`config.mk`:
```
export PLATFORM = sky130hd
export DESIGN_NAME = gb_cpu_mem_if
export DESIGN_NICKNAME = d
export VERILOG_FILES = /design/src/rtl/gb_cpu_common_pkg.sv /design/src/rtl/gb_cpu_mem_addr_mux.sv /design/src/rtl/gb_cpu_mem_if.sv
export SDC_FILE = /design/constraint.sdc
export NUM_CORES = 1
export LEC_CHECK = 0
export ABC_CLOCK_PERIOD_IN_PS = 2850
export CORE_MARGIN = 2
export CORE_UTILIZATION = 30
export CTS_BUF_LIST = sky130_fd_sc_hd__clkbuf_2
export CTS_CLUSTER_DIAMETER = 200
export DETAILED_ROUTE_END_ITERATION = 8
export HOLD_SLACK_MARGIN = 0.15
export PLACE_DENSITY = 0.71
export SLEW_MARGIN = 20
export SYNTH_ARGS = -nofsm -noshare
export SYNTH_HDL_FRONTEND = slang
export SYNTH_SLANG_ARGS = --single-unit
export TNS_END_PERCENT = 10
```
`constraint.sdc`:
```
create_clock -name clk -period 2.85 [get_ports clk]
set_clock_uncertainty 0.05 [all_clocks]
set_input_delay 0.4275 -clock clk [delete_from_list [all_inputs] [get_ports clk]]
set_output_delay 0.4275 -clock clk [all_outputs]
set_load 0.05 [all_outputs]
```
`src/rtl/gb_cpu_common_pkg.sv`:
```
// Shared types for the gameboy CPU: register file layout, bus request encodings and accessors.
// Pure declarations and combinational helpers; no state, no flow control.
package gb_cpu_common_pkg;

    typedef enum logic [3:0] {
        REG_A,
        REG_F,
        REG_B,
        REG_C,
        REG_D,
        REG_E,
        REG_H,
        REG_L,
        REG_SP_H,
        REG_SP_L,
        REG_PC_H,
        REG_PC_L,
        REG_IR,
        REG_TMP_H,
        REG_TMP_L
    } regfile_r8_t;

    typedef enum logic [2:0] {
        REG_AF,
        REG_BC,
        REG_DE,
        REG_HL,
        REG_SP,
        REG_PC,
        REG_TMP
    } regfile_r16_t;

    typedef struct packed {
        logic [7:0] a;
        logic [7:0] f;
        logic [7:0] b;
        logic [7:0] c;
        logic [7:0] d;
        logic [7:0] e;
        logic [7:0] h;
        logic [7:0] l;
        logic [7:0] sp_hi;
        logic [7:0] sp_lo;
        logic [7:0] pc_hi;
        logic [7:0] pc_lo;
        logic [7:0] ir;
        logic [7:0] tmp_hi;
        logic [7:0] tmp_lo;
    } regfile_t;

    typedef enum logic [1:0] {
        BUS_NONE,
        BUS_READ,
        BUS_WRITE
    } bus_op_t;

    typedef enum logic [1:0] {
        ADDR_R16,
        ADDR_HIGH_C,
        ADDR_HIGH_TMP
    } addr_mode_t;

    localparam logic [7:0] HIGH_PAGE = 8'hFF;
    localparam logic [7:0] OPEN_BUS  = 8'hFF;

    function automatic logic [7:0] getRegister8(input regfile_t regs, input regfile_r8_t sel);
        logic [7:0] val;
        val = 8'h00;
        case (sel)
            REG_A:     val = regs.a;
            REG_F:     val = regs.f;
            REG_B:     val = regs.b;
            REG_C:     val = regs.c;
            REG_D:     val = regs.d;
            REG_E:     val = regs.e;
            REG_H:     val = regs.h;
            REG_L:     val = regs.l;
            REG_SP_H:  val = regs.sp_hi;
            REG_SP_L:  val = regs.sp_lo;
            REG_PC_H:  val = regs.pc_hi;
            REG_PC_L:  val = regs.pc_lo;
            REG_IR:    val = regs.ir;
            REG_TMP_H: val = regs.tmp_hi;
            REG_TMP_L: val = regs.tmp_lo;
            default:   val = 8'h00;
        endcase
        return val;
    endfunction

    function automatic logic [7:0] getRegisterHigh(input regfile_t regs, input regfile_r16_t sel);
        logic [7:0] val;
        val = 8'h00;
        case (sel)
            REG_AF:  val = regs.a;
            REG_BC:  val = regs.b;
            REG_DE:  val = regs.d;
            REG_HL:  val = regs.h;
            REG_SP:  val = regs.sp_hi;
            REG_PC:  val = regs.pc_hi;
            REG_TMP: val = regs.tmp_hi;
            default: val = 8'h00;
        endcase
        return val;
    endfunction

    function automatic logic [7:0] getRegisterLow(input regfile_t regs, input regfile_r16_t sel);
        logic [7:0] val;
        val = 8'h00;
        case (sel)
            REG_AF:  val = regs.f;
            REG_BC:  val = regs.c;
            REG_DE:  val = regs.e;
            REG_HL:  val = regs.l;
            REG_SP:  val = regs.sp_lo;
            REG_PC:  val = regs.pc_lo;
            REG_TMP: val = regs.tmp_lo;
            default: val = 8'h00;
        endcase
        return val;
    endfunction

    // Reads may only land in registers the control unit consumes straight off the bus.
    function automatic logic isBusReadDst(input regfile_r8_t dst);
        return (dst == REG_IR) || (dst == REG_TMP_L) || (dst == REG_TMP_H);
    endfunction

endpackage

```
`src/rtl/gb_cpu_mem_addr_mux.sv`:
```
// Selects the external address and write byte from the live register file contents.
// Latency: purely combinational, zero cycles.
// Backpressure: none; the caller decides when to capture the result.
module gb_cpu_mem_addr_mux
    import gb_cpu_common_pkg::*;
(
    input  regfile_t     registers,
    input  addr_mode_t   addr_mode,
    input  regfile_r16_t addr_src,
    input  regfile_r8_t  wdata_src,
    output logic [15:0]  addr,
    output logic [7:0]   wdata
);

    always_comb begin
        addr = {getRegisterHigh(registers, addr_src), getRegisterLow(registers, addr_src)};
        case (addr_mode)
            ADDR_HIGH_C:   addr = {HIGH_PAGE, registers.c};
            ADDR_HIGH_TMP: addr = {HIGH_PAGE, registers.tmp_lo};
            default:       ;
        endcase
        wdata = getRegister8(registers, wdata_src);
    end

endmodule

```
`src/rtl/gb_cpu_mem_if.sv`:
```
// CPU-side memory bus master: snapshots one request, runs the mem_req/mem_ack handshake, returns read bytes to the regfile.
// Latency: 2 cycles per access at zero wait (ACCESS + RESP), plus one per wait state, aborted after MAX_WAIT waits.
// Backpressure: busy stalls the control unit during ACCESS; a new request may be taken in the RESP cycle.
module gb_cpu_mem_if
    import gb_cpu_common_pkg::*;
#(
    parameter int MAX_WAIT = 8
) (
    input  logic         clk,
    input  logic         reset,
    input  bus_op_t      bus_op,
    input  addr_mode_t   addr_mode,
    input  regfile_r16_t addr_src,
    input  regfile_r8_t  wdata_src,
    input  regfile_r8_t  rdata_dst,
    input  regfile_t     registers,
    output logic         busy,
    output logic         bus_error,
    output logic         mem_req,
    output logic         mem_we,
    output logic [15:0]  mem_addr,
    output logic [7:0]   mem_wdata,
    input  logic [7:0]   mem_rdata,
    input  logic         mem_ack,
    output regfile_r8_t  data_bus_req,
    output logic [7:0]   data_bus_data,
    output logic         data_bus_wren
);

    localparam int CNT_W = $clog2(MAX_WAIT + 1);
    localparam logic [CNT_W-1:0] CNT_LAST = CNT_W'(MAX_WAIT - 1);

    typedef enum logic [1:0] {
        ST_IDLE,
        ST_ACCESS,
        ST_RESP
    } state_t;

    state_t           state_q, state_nxt;
    logic [CNT_W-1:0] wait_cnt_q, wait_cnt_nxt;
    regfile_r8_t      dst_q, dst_nxt;

    logic             busy_nxt, bus_error_nxt, mem_req_nxt, mem_we_nxt;
    logic [15:0]      mem_addr_nxt;
    logic [7:0]       mem_wdata_nxt;
    regfile_r8_t      data_bus_req_nxt;
    logic [7:0]       data_bus_data_nxt;
    logic             data_bus_wren_nxt;

    logic [15:0]      sel_addr;
    logic [7:0]       sel_wdata;
    logic             req_vld, req_illegal, can_accept;

    gb_cpu_mem_addr_mux u_addr_mux (
        .registers (registers),
        .addr_mode (addr_mode),
        .addr_src  (addr_src),
        .wdata_src (wdata_src),
        .addr      (sel_addr),
        .wdata     (sel_wdata)
    );

    assign can_accept  = (state_q == ST_IDLE) || (state_q == ST_RESP);
    assign req_illegal = (bus_op == BUS_READ) && !isBusReadDst(rdata_dst);
    assign req_vld     = ((bus_op == BUS_READ) || (bus_op == BUS_WRITE)) && !req_illegal;

    always_comb begin
        state_nxt         = state_q;
        wait_cnt_nxt      = wait_cnt_q;
        dst_nxt           = dst_q;
        busy_nxt          = busy;
        bus_error_nxt     = 1'b0;
        mem_req_nxt       = mem_req;
        mem_we_nxt        = mem_we;
        mem_addr_nxt      = mem_addr;
        mem_wdata_nxt     = mem_wdata;
        data_bus_req_nxt  = data_bus_req;
        data_bus_data_nxt = data_bus_data;
        data_bus_wren_nxt = 1'b0;

        if (can_accept) begin
            state_nxt   = ST_IDLE;
            mem_req_nxt = 1'b0;
            busy_nxt    = 1'b0;
            if (req_vld) begin
                state_nxt     = ST_ACCESS;
                wait_cnt_nxt  = '0;
                mem_req_nxt   = 1'b1;
                busy_nxt      = 1'b1;
                mem_we_nxt    = (bus_op == BUS_WRITE);
                mem_addr_nxt  = sel_addr;
                mem_wdata_nxt = sel_wdata;
                dst_nxt       = rdata_dst;
            end else if (req_illegal) begin
                bus_error_nxt = 1'b1;
            end
        end else if (state_q == ST_ACCESS) begin
            if (mem_ack) begin
                state_nxt   = ST_RESP;
                mem_req_nxt = 1'b0;
                busy_nxt    = 1'b0;
                if (!mem_we) begin
                    data_bus_wren_nxt = 1'b1;
                    data_bus_data_nxt = mem_rdata;
                    data_bus_req_nxt  = dst_q;
                end
            end else begin
                wait_cnt_nxt = wait_cnt_q + 1'b1;
                // Last permitted wait state: give up and hand back open-bus data for reads.
                if (wait_cnt_q == CNT_LAST) begin
                    state_nxt     = ST_RESP;
                    mem_req_nxt   = 1'b0;
                    busy_nxt      = 1'b0;
                    bus_error_nxt = 1'b1;
                    if (!mem_we) begin
                        data_bus_wren_nxt = 1'b1;
                        data_bus_data_nxt = OPEN_BUS;
                        data_bus_req_nxt  = dst_q;
                    end
                end
            end
        end
    end

    always_ff @(posedge clk) begin
        if (reset) begin
            state_q       <= ST_IDLE;
            wait_cnt_q    <= '0;
            dst_q         <= REG_IR;
            busy          <= 1'b0;
            bus_error     <= 1'b0;
            mem_req       <= 1'b0;
            mem_we        <= 1'b0;
            mem_addr      <= 16'h0000;
            mem_wdata     <= 8'h00;
            data_bus_req  <= REG_IR;
            data_bus_data <= 8'h00;
            data_bus_wren <= 1'b0;
        end else begin
            state_q       <= state_nxt;
            wait_cnt_q    <= wait_cnt_nxt;
            dst_q         <= dst_nxt;
            busy          <= busy_nxt;
            bus_error     <= bus_error_nxt;
            mem_req       <= mem_req_nxt;
            mem_we        <= mem_we_nxt;
            mem_addr      <= mem_addr_nxt;
            mem_wdata     <= mem_wdata_nxt;
            data_bus_req  <= data_bus_req_nxt;
            data_bus_data <= data_bus_data_nxt;
            data_bus_wren <= data_bus_wren_nxt;
        end
    end

endmodule

```
==> flow_summary.ini <==
[job]
drv_cap = 0

[floorplanning]
die_w_um = 122.3
initial_core_util_pct = 30.46
design.core.area_um2 = 13770
rows = 43
ioPinCount = 187
dieHeight_um = 122.3
dieArea_um2 = 14950

[placed_design]
hpwl_um = 14750
portBuffers = 186
place_congestion = 0.9501

[yosys]
synth_cell_types = 64
ys.flop_type = dfxtp_1
synth_area_um2 = 4195
synth_edf_count = 0
synth_area_per_cell_um2 = 8.258
syn_nets = 657
synth_cells = 508
async_flop_share_pct = 0
seq_area_frac_synth_pct = 23.38
synth_seq_cells = 49
yosys_warnings = 0

[worst_setup_path]
critical_path_class = register to primary output
cp_slowest_stage_delay_ns = 0.86
path_cells = clkdlybuf4s50_1
r2r_start = mem_req
worst_ep_arrival_time_ns = 1.83
critPathTopFamily = buffers and inverters
cp-end-kind = primary output
worst-path-buf-inv = 1
critPathMaxFanout = 9
reg2reg_slack_ns = 0.92
required_ns = 2.37
r2r_end = mem_wdata[0]
endpoint = busy
worstRegToRegCells = 5
path_depth = 1
crit_slowest_cell = clkdlybuf4s50_1
critPathLaunchType = register
crit_start = mem_req

[clock_tree]
cts_sinks = 49
cts_root_buffer = clkbuf_2
cts.reportedPaths.clkPinSlew_ns = 0.27
cts_tree = built
post_cts_resized = 0
htreeDepth = 2
numCtsBuffers = 5
post_cts_buffers = 0
clock_latency_ns = 0.45
postCtsHoldBufs = 0
cts.path.max_buffers = 2

[sta]
rsz0062_at_grt = no
setup-tns-final_ns = 0
slew_headroom_pct = 55.02
finalSetupViolCount = 0
worst_slew_pin_slew_ns = 0.6722
fin_crit_ns = 2.309
fmax_ghz = 0.4330
post-route-period-util_pct = 81.03
finalHoldViolCount = 0
finalMaxSlewViolations = 0

[run_status]
status = finished clean

[final_layout]
nets = 824
drive_gt1_share_pct = 7.840
n_antenna_cell = 0
syn2layout_area_growth_pct = 49.06
final_core_util_pct = 45.40

[detailed_routing]
num_vias = 4924
firstDrtPassIters = 7
drt_iter0_markers = 542
ant_nets = 0
drc = 0
via_per_inst = 5.752
totalWireLength_um = 18250
wl_per_cell_um = 21.32

[power_and_ir_drop]
ir_drop_v = 0.0001646
p_per_area_nw_per_um2 = 329.5
power_leakage_uw = 0.002290

[grt]
antenna_found_initial = 0
grt_pass1_vias = 4690
grt_overflow = 0
grt_util_all_layers_pct = 23.46
grt_max_degree = 44
grt_pass1_wl_um = 26720

[worst_hold_path]
hold_class = register to register
==> per-stage QoR <==
step,area (µm²),instances,hold WS (ns),power (µW),setup WS [ns]
2_1_floorplan,4195,508,0.3853,1294,0.8876
3_3_place_gp,6203,848,0.3917,1740,0.3498
3_5_place_dp,6203,848,0.3997,1741,0.2803
4_1_cts,6254,856,0.4264,2060,0.5187
5_1_grt,6254,856,0.4201,2152,0.4152
6_report,6254,856,0.4435,2061,0.5406
==> layout make-up <==
| type | count | area (µm²) |
|---|---|---|
| Timing Repair Buffer | 205 | 2062 |
| Fill cell | 1358 | 7520 |
| Clock inverter | 3 | 25.02 |
| Clock buffer | 5 | 25.02 |
| Multi-Input combinational cell | 398 | 2875 |
| Sequential cell | 49 | 980.9 |
| Tap cell | 180 | 225.2 |
| Inverter | 16 | 60.06 |
==> worst min path at each step <==
stage / slack [ns] / cells after the start / end / startpoint
finish: 0.44 / 2 / dst_q[1] / dst_q[1]
global route: 0.42 / 3 / data_bus_data[7] / mem_rdata[7]
floorplan: 0.39 / 1 / data_bus_req[2] / dst_q[2]
detailed placement: 0.40 / 1 / data_bus_req[3] / dst_q[3]
global placement: 0.39 / 1 / data_bus_req[2] / dst_q[2]
CTS: 0.43 / 3 / data_bus_data[6] / mem_rdata[6]
==> report_power, final <==
part           internal [µW]  switching [µW]  total [µW]
Clock                   67.4             254         321
Sequential               733            32.3         765
Combinational            453             521         974
Total                   1250             807        2060
==> synth_stat cells, types with 4 or more instances <==
cell type,instances,area (µm²)
dfxtp_1,49,980.9
nor2_1,49,183.9
nand2_1,34,127.6
a22oi_1,31,232.7
mux2i_1,30,300.3
o21ai_0,27,135.1
nor3_1,20,100.1
nor2b_1,19,118.9
inv_1,16,60.06
a211oi_1,13,97.59
buf_2,13,65.06
clkbuf_1,13,48.80
a21oi_1,12,60.06
mux2_2,12,135.1
a311oi_1,10,87.58
and2_1,10,62.56
mux4_2,10,225.2
buf_4,9,67.56
a221oi_1,8,70.07
buf_6,8,90.09
nand3_1,8,40.04
nand3b_1,7,52.55
a22o_1,6,52.55
a31oi_1,6,37.54
nand2b_1,6,37.54
o221ai_1,6,52.55
a32oi_1,5,43.79
o22ai_1,5,31.28
and3_1,4,25.02
nor3b_1,4,30.03
o211ai_1,4,30.03
o32ai_1,4,35.03
==> kinds of logic after synthesis <==
| kind of cell | Yosys count | synth area share, % |
|---|---|---|
| AO/OA/AOI/OAI | 161 | 28.36 |
| multiplexers | 55 | 17.27 |
| buffers and inverters | 61 | 8.082 |
| XOR/XNOR | 2 | 0.4176 |
| flip-flops | 49 | 23.38 |
| AND/OR/NAND/NOR | 177 | 21.59 |
| adder cells (fa/ha/maj) | 3 | 0.8948 |
==> worst register-to-register path, stage by stage, from the launching register on <==
cell	delay [ns]
dfxtp_1	0.55
nor3b_2	0.11
a41o_1	0.33
nor2_1	0.55
a22oi_1	0.22
o21ai_0	0.12
==> layout by cell type, fill, tap and decap left out, drive strengths merged, types with 3 or more instances in the layout <==
cell	Yosys	final
o22ai	5	5
clkbuf	13	5
o21ai	27	27
nor2	50	50
and3	4	4
a22o	6	6
nor2b	19	19
o221ai	6	6
a31oi	6	6
nor3b	5	5
nor3	20	20
mux2	13	13
a32oi	5	5
a21oi	12	12
nand2b	6	6
nand2	34	34
o211ai	4	4
buf	32	20
o32ai	4	4
nand3b	7	7
ha	3	3
a22oi	31	31
a2bb2oi	3	3
a221oi	8	8
nand3	8	8
and2	10	10
inv	16	18
mux2i	30	30
a32o	3	3
dfxtp	49	49
clkdlybuf4s50	0	185
a211oi	13	13
nand4	3	3
mux4	12	12
a311oi	10	10
==> per-layer routing <==
metal / global-route usage [%] / wire length (µm)
met1: 30.85 / 7720
met2: 40.00 / 8646
met3: 3.996 / 1544
met4: 5.532 / 334
met5: 0 / 0
==> registers in the layout (all words and copies together), names as in the netlist, 4 cells and up <==
register       cells
mem_addr          16
mem_wdata          8
data_bus_data      8
dst_q              4
wait_cnt_q         4
data_bus_req       4
Note: power is estimated with default switching activity, not from simulation.
